## src/rtl/regfile_write_queue.sv

```systemverilog
// Write-back queue in front of the register file write port, with optional
// pending-write forwarding for rs/rt (enabled by defining RFWQ_FWD_EN).
module regfile_write_queue #(
    parameter int DEPTH = 4,
    parameter int DW    = 32,
    parameter int AW    = 5
) (
    input  logic                     clk,
    input  logic                     rst,
    input  logic                     in_valid,
    output logic                     in_ready,
    input  logic [AW-1:0]            in_addr,
    input  logic [DW-1:0]            in_data,
    output logic                     RegWrite,
    output logic [AW-1:0]            Waddr,
    output logic [DW-1:0]            WB,
    input  logic [AW-1:0]            rs,
    input  logic [AW-1:0]            rt,
    output logic                     fwd1_hit,
    output logic [DW-1:0]            fwd1_data,
    output logic                     fwd2_hit,
    output logic [DW-1:0]            fwd2_data,
    output logic [$clog2(DEPTH):0]   count
);

    localparam int PW = $clog2(DEPTH);
    localparam int CW = PW + 1;

    logic [AW-1:0] mem_addr [DEPTH];
    logic [DW-1:0] mem_data [DEPTH];
    logic [PW-1:0] rd_ptr;
    logic [PW-1:0] wr_ptr;
    logic          accept;
    logic          push;
    logic          pop;

    assign in_ready = (count != CW'(DEPTH));
    assign accept   = in_valid && in_ready;
    // $0 is hardwired: the handshake completes but nothing is stored
    assign push     = accept && (in_addr != '0);
    assign pop      = (count != '0);

    always_ff @(posedge clk) begin
        if (push) begin
            mem_addr[wr_ptr] <= in_addr;
            mem_data[wr_ptr] <= in_data;
        end
    end

    always_ff @(posedge clk or negedge rst) begin
        if (!rst) begin
            rd_ptr   <= '0;
            wr_ptr   <= '0;
            count    <= '0;
            RegWrite <= 1'b0;
            Waddr    <= '0;
            WB       <= '0;
        end else begin
            if (push) begin
                wr_ptr <= wr_ptr + PW'(1);
            end
            if (pop) begin
                rd_ptr <= rd_ptr + PW'(1);
                Waddr  <= mem_addr[rd_ptr];
                WB     <= mem_data[rd_ptr];
            end
            RegWrite <= pop;
            case ({push, pop})
                2'b10:   count <= count + CW'(1);
                2'b01:   count <= count - CW'(1);
                default: count <= count;
            endcase
        end
    end

`ifdef RFWQ_FWD_EN
    // Scan oldest to newest so the last match (newest) overrides earlier ones
    always_comb begin
        logic [PW-1:0] idx;
        fwd1_hit  = 1'b0;
        fwd1_data = '0;
        fwd2_hit  = 1'b0;
        fwd2_data = '0;
        idx       = rd_ptr;
        if (RegWrite && (rs != '0) && (Waddr == rs)) begin
            fwd1_hit  = 1'b1;
            fwd1_data = WB;
        end
        if (RegWrite && (rt != '0) && (Waddr == rt)) begin
            fwd2_hit  = 1'b1;
            fwd2_data = WB;
        end
        for (int i = 0; i < DEPTH; i++) begin
            idx = rd_ptr + PW'(i);
            if (CW'(i) < count) begin
                if ((rs != '0) && (mem_addr[idx] == rs)) begin
                    fwd1_hit  = 1'b1;
                    fwd1_data = mem_data[idx];
                end
                if ((rt != '0) && (mem_addr[idx] == rt)) begin
                    fwd2_hit  = 1'b1;
                    fwd2_data = mem_data[idx];
                end
            end
        end
    end
`else
    logic unused_lookup;
    assign unused_lookup = ^{rs, rt};
    assign fwd1_hit  = 1'b0;
    assign fwd1_data = '0;
    assign fwd2_hit  = 1'b0;
    assign fwd2_data = '0;
`endif

endmodule

```

## config.mk

```make
export PLATFORM = sky130hd
export DESIGN_NAME = regfile_write_queue
export DESIGN_NICKNAME = d
export VERILOG_FILES = /design/src/rtl/regfile_write_queue.sv
export SDC_FILE = /design/constraint.sdc
export NUM_CORES = 1
export LEC_CHECK = 0
export ABC_CLOCK_PERIOD_IN_PS = 2430
export BUFFER_PORTS_ARGS = -buffer_cell sky130_fd_sc_hd__buf_2
export CAP_MARGIN = 10
export CORE_MARGIN = 4
export CORE_UTILIZATION = 57
export CTS_BUF_LIST = sky130_fd_sc_hd__clkbuf_8
export CTS_CLUSTER_SIZE = 28
export DETAILED_ROUTE_END_ITERATION = 16
export PLACE_DENSITY = 0.83
export SKIP_LAST_GASP = 1
export SYNTH_ARGS = -nofsm -noshare
export SYNTH_HDL_FRONTEND = slang
export SYNTH_SLANG_ARGS = --single-unit
export TNS_END_PERCENT = 30
```

## constraint.sdc

```tcl
create_clock -name clk -period 2.43 [get_ports clk]
set_input_delay 0.243 -clock clk [delete_from_list [all_inputs] [get_ports clk]]
set_output_delay 0.243 -clock clk [all_outputs]
set_load 0.005 [all_outputs]
```

==> flow_summary_export.csv, run 1 <==
group,metric,value,unit
run_status,status,"finished, final reports clean",
clock_tree,clk_latency,440,ps
sta,min_period,2310,ps
route,wl,13700,µm
finish,final_common_cell,"edfxtp_1",
power,powerDensity,1120,mW/mm²
route,ant_nets,0,
floorplanning,die_area,0.0153,mm²
finish,final_cell_mix,"edfxtp_1 (148), nand2_1 (112), buf_2 (81)",
yosys,syn_area_per_cell,16.9,µm²
worst_setup_path,worstSetupStartpoint,"in_addr[2]",
placement,place_congestion,0.697,
sta,period_share,0.951,
worst_setup_path,reg2reg_from,"count[1]$_DFFE_PN0P_",
global_route,grt_pass1_wl,21300,µm
placement,placed_cells,697,
yosys,synth_cells,452,
worst_setup_path,crit_end,"count[1]$_DFFE_PN0P_",
finish,layout-drive-gt1-share,0.271,
worst_setup_path,crit_type,"input pin to register",
finish,fin_area,0.00868,mm²
sta,grt_setup_unrepaired,"no",
worst_setup_path,r2r_end,"count[1]$_DFFE_PN0P_",
global_route,grt_use_total,0.191,
floorplanning,pin_count,158,
finish,instances_no_fill,760,
global_route,grt_max_degree,46,
clock_tree,clockBufferDepth,2,
floorplanning,coreArea,0.0132,mm²
clock_tree,cts_buffers,17,
floorplanning,rows,42,
floorplanning,die_x,124,µm
clock_tree,h-tree-depth,4,
worst_setup_path,rr_worst_depth,6,
global_route,grt_pass1_vias,3952,
route,viasPerCell,5.06,
yosys,ys_seq_area_frac,0.728,
finish,fillCellCount,916,
finish,area_delta_synth_final,13.5,%
route,drtIter0Drc,207,
yosys,yosysUniqueCellTypes,22,
yosys,yosys_warnings,0,
worst_setup_path,endpoint_kind,"register",
worst_setup_path,cp.required,2760,ps
route,post_drt_wl_per_cell,18.1,µm
clock_tree,clock-sinks,193,
floorplanning,chipHeight,124,µm
worst_setup_path,cp-start-kind,"input pin",
sta,setup_tns,0,ps
placement,port_buffers,81,
route,dr.pass1.iters,4,
worst_setup_path,rrSetupSlack,290,ps
yosys,synthesis.area,0.00765,mm²
yosys,ys_seq_elements,193,
finish,diodes,0,
finish,fin_nets,628,
sta,finalMaxSlewViolations,0,
floorplanning,initial_core_util,0.580,
clock_tree,clk_pin_slew,80,ps
global_route,grt-ovfl-total,0,
global_route,antenna_found_initial,0,
clock_tree,cts_tree,"built",
clock_tree,postCtsSetupBuffers,0,
sta,clock.fmax,0.433,GHz
sta,setup_viol,0,
sta,skew,9.39,ps
route,num_vias,3845,
clock_tree,cts-root-buf,"clkbuf_8",
worst_setup_path,cp_max_fo,7,
flow_run,drv_cap,0,
route,drc_errors,0,
clock_tree,ctsResizeCount,0,
placement,detailed_place_hpwl,8350,µm
placement,place_area,0.00802,mm²
clock_tree,ctsHoldBuffers,29,
power,ir_drop,0.000860,V
power,leakagePower,0.00344,µW
sta,hold_viol,0,
sta,tightest_slew,1130,ps
hold_path,min_path_type,"input pin to async pin",
worst_setup_path,worstPathArrival,2650,ps
sta,max_slew_margin,0.244,
==> how the worst min path moves through the flow <==
stage | endpoint | slack, ps | depth (start not counted)
finish | WB[22]$_DFFE_PN0P_ | 20 | 1
global route | mem_data[2][10]$_DFFE_PP_ | 1 | 1
detailed placement | WB[31]$_DFFE_PN0P_ | 450 | 2
global placement | WB[6]$_DFFE_PN0P_ | 450 | 2
CTS | mem_data[1][17]$_DFFE_PP_ | 0.8 | 1
floorplan | RegWrite$_DFF_PN0_ | -50 | 0
==> routing by layer <==
layer | up-vias | wire length [µm] | GRT usage
met5 | - | 0 | 0
met4 | 0 | 165 | 0.0685
met3 | 14 | 1130 | 0.0441
met2 | 175 | 6980 | 0.315
met1 | 1927 | 5460 | 0.252
li1 | 1729 | - | -
==> cells in the mapped netlist (all sizes together) <==
cell    instances  area share
xor2            1      0.0011
clkbuf          6      0.0029
ha              5      0.0082
dfrtp          45        0.15
mux2            2      0.0034
inv             4      0.0020
fa              1      0.0026
and2            4      0.0039
buf            76       0.072
o211a           1      0.0023
edfxtp        148        0.58
nor2            1     0.00049
xnor2           5      0.0057
or3b            1      0.0011
nand2         112       0.055
conb            1     0.00049
mux4           37        0.11
or4             1      0.0015
nor3            1     0.00065
==> cells by family after synthesis <==
family	count (synthesis)	synth area share
XOR/XNOR	6	0.00687
other	1	0.000490
AO/OA/AOI/OAI	1	0.00229
buffers and inverters	86	0.0765
AND/OR/NAND/NOR	120	0.0626
multiplexers	39	0.112
adder cells (fa/ha/maj)	6	0.0108
flip-flops	193	0.728
==> metrics by stage <==
step | power (µW) | worst slack (ps) | hold slack [ps] | util
after global placement | 7860 | 186 | 447 | 0.608
after floorplan | 6960 | 374 | -52.6 | -
after detailed placement | 8030 | 134 | 451 | 0.608
after CTS | 9870 | 129 | 0.807 | 0.656
final | 9750 | 118 | 15.5 | 0.658
after global routing | 10400 | 82.5 | 1.10 | 0.658
==> report_power, final <==
group / switching, µW / leakage [µW] / internal, µW / total [µW]
sequential: 414 / 0.00188 / 4520 / 4930
combinational: 1560 / 0.00137 / 1420 / 2980
clock: 1000 / 0.000189 / 829 / 1830
==> state kept, by name, indices dropped and copies added, names as in the netlist <==
name	count
wr_ptr	2
count	3
Waddr	5
mem_data	128
RegWrite	1
rd_ptr	2
WB	32
mem_addr	20
==> final cells by class <==
| type | count | area [µm²] | area share |
|---|---|---|---|
| flip-flops and latches | 193 | 5570 | 0.642 |
| multi-input cells | 238 | 1740 | 0.201 |
| repair buffers | 118 | 788 | 0.0908 |
| clock buffers | 19 | 262 | 0.0301 |
| well taps | 176 | 220 | 0.0254 |
| clock inverters | 12 | 78.8 | 0.00908 |
| inverters | 4 | 15.0 | 0.00173 |
==> worst max-delay path, stage by stage <==
cell and delay (ps):
dlygate4sd3_1 530, buf_2 150, or4_4 490, o211a_4 280, inv_1 60, ha_1 210, fa_1 420, mux2_2 260
Power figures use the tool's default switching activity.
==> inputs of run 2 (changes only) <==
--- a/config.mk
+++ b/config.mk
@@ -14,6 +14,7 @@
 export CTS_CLUSTER_SIZE = 28
 export DETAILED_ROUTE_END_ITERATION = 16
 export PLACE_DENSITY = 0.83
+export SETUP_SLACK_MARGIN = 0.5
 export SKIP_LAST_GASP = 1
 export SYNTH_ARGS = -nofsm -noshare
 export SYNTH_HDL_FRONTEND = slang
==> run 2 against run 1 <==
Against the previous run:
- setup slack improved by 150 ps
- clock skew is 2.1 ps higher
- sequential power is essentially flat
- final cell count rose by 0.26%
- worst hold slack better by 15 ps
- highest routed layer unchanged
- via count fell by 1.0%
- combinational power barely moved
- critical endpoint is now mem_data[2][19]$_DFFE_PP_
- clock-buffer cell count rose by 1
- utilization rose by 0.24 points
- die area unchanged
- sequential share of layout area fell by 0.23 points
==> flow_summary_export.csv, run 2 (synthesized netlist as in run 1, its figures left out) <==
group,metric,value,unit
run_status,status,"finished, final reports clean",
route,drc_errors,0,
finish,top_regs,"mem_data x128, WB x32, mem_addr x20",
finish,layout-drive-gt1-share,0.283,
sta,setup_viol,0,
sta,finalMaxSlewViolations,0,
route,post_drt_wl_per_cell,17.7,µm
floorplanning,coreArea,0.0132,mm²
route,viasPerCell,4.99,
global_route,grt_pass1_vias,3923,
floorplanning,die_area,0.0153,mm²
route,num_vias,3806,
clock_tree,clk_pin_slew,90,ps
global_route,grt_use_total,0.189,
power,power,9810,µW
sta,max_slew_margin,0.315,
worst_setup_path,worstPathArrival,2230,ps
worst_setup_path,critPathSlowestCell,"and2_2",
sta,grt_setup_unrepaired,"yes",
sta,whs,31.0,ps
route,drtIter0Drc,218,
finish,diodes,0,
route,dr.pass1.iters,4,
clock_tree,clock-sinks,193,
power,internal-power,6820,µW
floorplanning,pin_count,158,
clock_tree,clk_latency,450,ps
finish,area_delta_synth_final,13.9,%
sta,skew,11.5,ps
worst_setup_path,cp_max_fo,37,
power,p_comb_frac,0.304,
finish,largest_register_ffs,128,
global_route,grt_pass1_wl,21000,µm
hold_path,min_path_type,"input pin to register",
clock_tree,h-tree-depth,4,
sta,period_share,0.888,
worst_setup_path,cp.required,2500,ps
worst_setup_path,crit_type,"register to register",
finish,fin_area,0.00871,mm²
worst_setup_path,path_cells,"or3b_4, o211a_4, and2_2",
power,powerDensity,1130,mW/mm²
sta,clock.fmax,0.464,GHz
floorplanning,chipHeight,124,µm
worst_setup_path,cp_slowest_stage_delay,830,ps
floorplanning,initial_core_util,0.580,
power,leakagePower,0.00346,µW
finish,final_common_cell,"edfxtp_1",
finish,fin_nets,629,
sta,setup_tns,0,ps
flow_run,drv_cap,0,
clock_tree,cts_tree,"built",
sta,tightest_slew,1030,ps
global_route,grt-ovfl-total,0,
worst_setup_path,endpoint_kind,"register",
power,ir_drop,0.000615,V
global_route,grt_max_degree,40,
power,switchingPower,2990,µW
floorplanning,die_x,124,µm
route,wl,13500,µm
floorplanning,rows,42,
clock_tree,cts-root-buf,"clkbuf_8",
route,ant_nets,0,
power,p_seq_frac,0.506,
finish,fillCellCount,908,
clock_tree,cts_buffers,17,
power,p_sw_frac,0.305,
placement,detailed_place_hpwl,8270,µm
worst_setup_path,cp_top_family,"simple AND/OR/NAND/NOR gates",
worst_setup_path,cp-start-kind,"register",
placement,place_area,0.00804,mm²
finish,final_cell_mix,"edfxtp_1 (148), nand2_1 (112), buf_2 (81)",
clock_tree,clockBufferDepth,2,
power,pwr-share-clk,0.190,
sta,hold_viol,0,
global_route,antenna_found_initial,0,
worst_setup_path,rrSetupSlack,270,ps
placement,place_congestion,0.747,
placement,port_buffers,81,
finish,largest-register,"mem_data",
worst_setup_path,cp_num_buf_inv,0,
sta,min_period,2160,ps
==> run 2: cell count changes in the layout (fill, tap and decap cells not counted), sizes merged <==
cell,change
clkbuf,+1
dlygate4sd3,-1
clkinv,-3
inv,+3
buf,+2
==> run 2: metrics by stage <==
step                cells  worst slack [ps]   util
floorplan             517               416      -
global placement      699               235  0.610
detailed placement    699               204  0.610
CTS                   760               244  0.659
global route          762               158  0.661
finish                762               273  0.661
==> run 2: worst register-to-register path: stages (launching register included) <==
cell and delay (ps):
dfrtp_1 440, or3b_4 270, o211a_4 210, and2_2 830
==> run 2: final timing paths <==
kind / from / to / cells after the start
worst max-delay path: count[2]$_DFFE_PN0P_ / mem_data[2][19]$_DFFE_PP_ / 3
worst min-delay path: in_data[30] / mem_data[3][30]$_DFFE_PP_ / 1
worst max register to register: count[2]$_DFFE_PN0P_ / mem_data[2][19]$_DFFE_PP_ / 3
worst min register to register: WB[18]$_DFFE_PN0P_ / WB[18]$_DFFE_PN0P_ / 2
max in group asynchronous: rst / WB[3]$_DFFE_PN0P_ / 3
min in group asynchronous: rst / Waddr[0]$_DFFE_PN0P_ / 2
==> run 2: routing by layer <==
layer  up-vias  global-route usage  wire length, µm
met4         0              0.0526               21
met1      1896               0.242             5340
met2       165               0.318             6950
met3         4              0.0540             1140
met5         -                   0                0
li1       1741                   -                -
==> run 2: power groups by stage <==
| stage | sequential (µW) | clock, µW | combinational (µW) |
|---|---|---|---|
| 2_1_floorplan | 4880 | 0 | 2120 |
| 3_3_place_gp | 4980 | 0 | 2880 |
| 3_5_place_dp | 5050 | 0 | 2980 |
| 4_1_cts | 4980 | 1900 | 3040 |
| 5_1_grt | 5070 | 2040 | 3350 |
| 6_report | 4960 | 1860 | 2980 |
==> run 2: what timing repair did <==
action                                  CTS  global route
pin swaps                                 0             1
hold buffers                             29             2
hold endpoints to repair                142             5
endpoints found under the setup margin  150           113
buffers inserted                          0             0
resized for setup                         1             1
==> run 2: layout make-up <==
class	count	area, µm²	area share
Inverter	4	15.0	0.00172
Timing Repair Buffer	119	781	0.0896
Clock inverter	12	80.1	0.00919
Multi-Input combinational cell	238	1770	0.203
Clock buffer	20	275	0.0316
Tap cell	176	220	0.0253
Sequential cell	193	5570	0.640
==> inputs of run 3 (changes only) <==
--- a/config.mk
+++ b/config.mk
@@ -8,12 +8,14 @@
 export ABC_CLOCK_PERIOD_IN_PS = 2430
 export BUFFER_PORTS_ARGS = -buffer_cell sky130_fd_sc_hd__buf_2
 export CAP_MARGIN = 10
+export CELL_PAD_IN_SITES_DETAIL_PLACEMENT = 1
+export CELL_PAD_IN_SITES_GLOBAL_PLACEMENT = 1
 export CORE_MARGIN = 4
-export CORE_UTILIZATION = 57
+export CORE_UTILIZATION = 47
 export CTS_BUF_LIST = sky130_fd_sc_hd__clkbuf_8
 export CTS_CLUSTER_SIZE = 28
 export DETAILED_ROUTE_END_ITERATION = 16
-export PLACE_DENSITY = 0.83
+export PLACE_DENSITY_LB_ADDON = 0.1
 export SETUP_SLACK_MARGIN = 0.5
 export SKIP_LAST_GASP = 1
 export SYNTH_ARGS = -nofsm -noshare
==> run 3 against run 2 <==
Against the previous run:
- final cell count grew 7.2%
- sequential power is essentially flat
- die area grew 20%
- largest cell class unchanged
- register-to-register slack gained 170 ps
- first-iteration DRC count shrank 11%
- critical endpoint is now count[1]$_DFFE_PN0P_
- clock-buffer cell count shrank 3
==> flow_summary_export.csv, run 3 (synthesized netlist as in run 1, its figures left out) <==
group,metric,value,unit
floorplanning,coreArea,0.0159,mm²
finish,fin_area,0.00901,mm²
finish,largest_register_ffs,128,
power,leakagePower,0.00357,µW
worst_setup_path,cp_max_fo,2,
sta,finalMaxSlewViolations,0,
clock_tree,clockBufferDepth,2,
sta,grt_setup_unrepaired,"yes",
finish,top_regs,"mem_data x128, WB x32, mem_addr x20",
sta,setup_tns,0,ps
clock_tree,cts_buffers,17,
finish,layout-drive-gt1-share,0.305,
floorplanning,initial_core_util,0.480,
finish,largest-register,"mem_data",
route,num_vias,3871,
route,ant_nets,0,
placement,place_area,0.00818,mm²
worst_setup_path,rrSetupSlack,450,ps
finish,final_cell_mix,"edfxtp_1 (148), nand2_1 (112), buf_2 (81)",
global_route,antenna_found_initial,2,
route,viasPerCell,4.74,
placement,post-place-ws,205,ps
worst_setup_path,cp_slowest_stage_delay,430,ps
power,p_comb_frac,0.316,
worst_setup_path,cp-start-kind,"register",
global_route,grt_pass1_vias,4196,
route,wl,14500,µm
run_status,status,"finished, final reports clean",
clock_tree,cts_tree,"built",
worst_setup_path,crit_type,"register to register",
placement,place_congestion,0.712,
route,post_drt_wl_per_cell,17.8,µm
placement,placed_cells,744,
power,p_sw_frac,0.300,
worst_setup_path,cp_top_family,"adder cells",
sta,setup_ws,445,ps
hold_path,holdCritStartpoint,"in_addr[0]",
sta,clock.fmax,0.504,GHz
sta,max_slew_margin,0.577,
power,ir_drop,0.000489,V
clock_tree,clk_latency,450,ps
worst_setup_path,reg2reg_from,"count[1]$_DFFE_PN0P_",
sta,hold_viol,0,
sta,period_share,0.817,
worst_setup_path,cp_num_buf_inv,1,
route,dr.pass1.iters,4,
floorplanning,die_area,0.0184,mm²
worst_setup_path,path_cells,"or3b_4, o211a_4, inv_4, ha_4, fa_2, mux2_4",
hold_path,hold_path_end,"mem_addr[0][0]$_DFFE_PP_",
sta,min_period,1980,ps
sta,skew,10.2,ps
flow_run,drv_cap,0,
clock_tree,clock-sinks,193,
worst_setup_path,endpoint_kind,"register",
hold_path,min_path_cells,1,
route,drtIter0Drc,195,
worst_setup_path,cp.required,2760,ps
worst_setup_path,r2r_end,"count[1]$_DFFE_PN0P_",
clock_tree,cts-root-buf,"clkbuf_8",
power,p_seq_frac,0.477,
floorplanning,pin_count,158,
clock_tree,clk_pin_slew,90,ps
global_route,grt_use_total,0.166,
floorplanning,rows,46,
finish,final_util,0.565,
hold_path,min_path_type,"input pin to register",
floorplanning,chipHeight,136,µm
power,internal-power,7250,µW
floorplanning,die_x,136,µm
finish,final_common_cell,"edfxtp_1",
finish,fin_nets,643,
worst_setup_path,critPathSlowestCell,"fa_2",
global_route,grt_pass1_wl,22800,µm
placement,port_buffers,81,
sta,tightest_slew,635,ps
power,switchingPower,3110,µW
worst_setup_path,rr_worst_depth,6,
global_route,grt-ovfl-total,0,
clock_tree,h-tree-depth,4,
worst_setup_path,worstPathArrival,2310,ps
finish,instances_no_fill,817,
route,drc_errors,0,
finish,area_delta_synth_final,17.8,%
power,powerDensity,1150,mW/mm²
sta,setup_viol,0,
global_route,grt_max_degree,40,
placement,detailed_place_hpwl,8950,µm
power,pwr-share-clk,0.206,
-- run 3: changes by cell type in the layout (fill, tap and decap cells not counted), moves of 3 or more --
cell	change
bufinv_16	+3
buf_12	+4
inv_1	-3
clkbuf_8	-3
buf_4	+8
-- run 3: how the worst max path moves through the flow --
stage	from	cells after the start	end	slack [ps]
after floorplan	in_addr[0]	6	count[1]$_DFFE_PN0P_	420
after global placement	in_addr[0]	7	count[1]$_DFFE_PN0P_	240
after detailed placement	in_addr[0]	7	count[1]$_DFFE_PN0P_	200
after CTS	count[0]$_DFFE_PN0P_	6	count[1]$_DFFE_PN0P_	490
after global routing	count[1]$_DFFE_PN0P_	6	count[1]$_DFFE_PN0P_	410
final	count[1]$_DFFE_PN0P_	6	count[1]$_DFFE_PN0P_	450
-- run 3: metrics by stage --
step,hold WS [ps],total power (µW)
after floorplan,-52.6,7000
after global placement,296,8030
after detailed placement,305,8170
after CTS,1.48,10400
after global routing,5.97,11100
final,35.0,10400
-- run 3: power by group through the flow --
stage / Sequential, µW / Combinational (µW) / Clock (µW)
2_1_floorplan: 4880 / 2120 / 0
4_1_cts: 5020 / 3190 / 2200
3_3_place_gp: 5060 / 2960 / 0
6_report: 4940 / 3280 / 2140
5_1_grt: 5070 / 3640 / 2360
3_5_place_dp: 5120 / 3040 / 0
-- run 3: timing repair --
action                                  4_1_cts  5_1_grt
hold buffers                                 29        3
pin swaps                                     4        6
resized for setup                             2        4
endpoints found under the setup margin        2       33
setup buffers                                 6        2
cloned                                        0        0
hold endpoints to repair                    132        4
-- run 3: per-layer routing --
layer,wire [µm],global-route usage,up-vias,share of wire
li1,-,-,1765,-
met1,5910,0.207,1950,0.41
met2,7550,0.288,134,0.52
met3,842,0.0390,20,0.058
met4,199,0.0554,2,0.014
met5,14,0,-,0.00096
-- run 3: layout make-up --
| class | instances | area [µm²] |
|---|---|---|
| diodes | 1 | 2.50 |
| clock buffers | 17 | 234 |
| clock inverters | 15 | 176 |
| fillers | 1534 | 6930 |
| inverters | 4 | 17.5 |
| multi-input cells | 238 | 1770 |
| flip-flops and latches | 193 | 5580 |
| well taps | 216 | 270 |
| repair buffers | 133 | 958 |
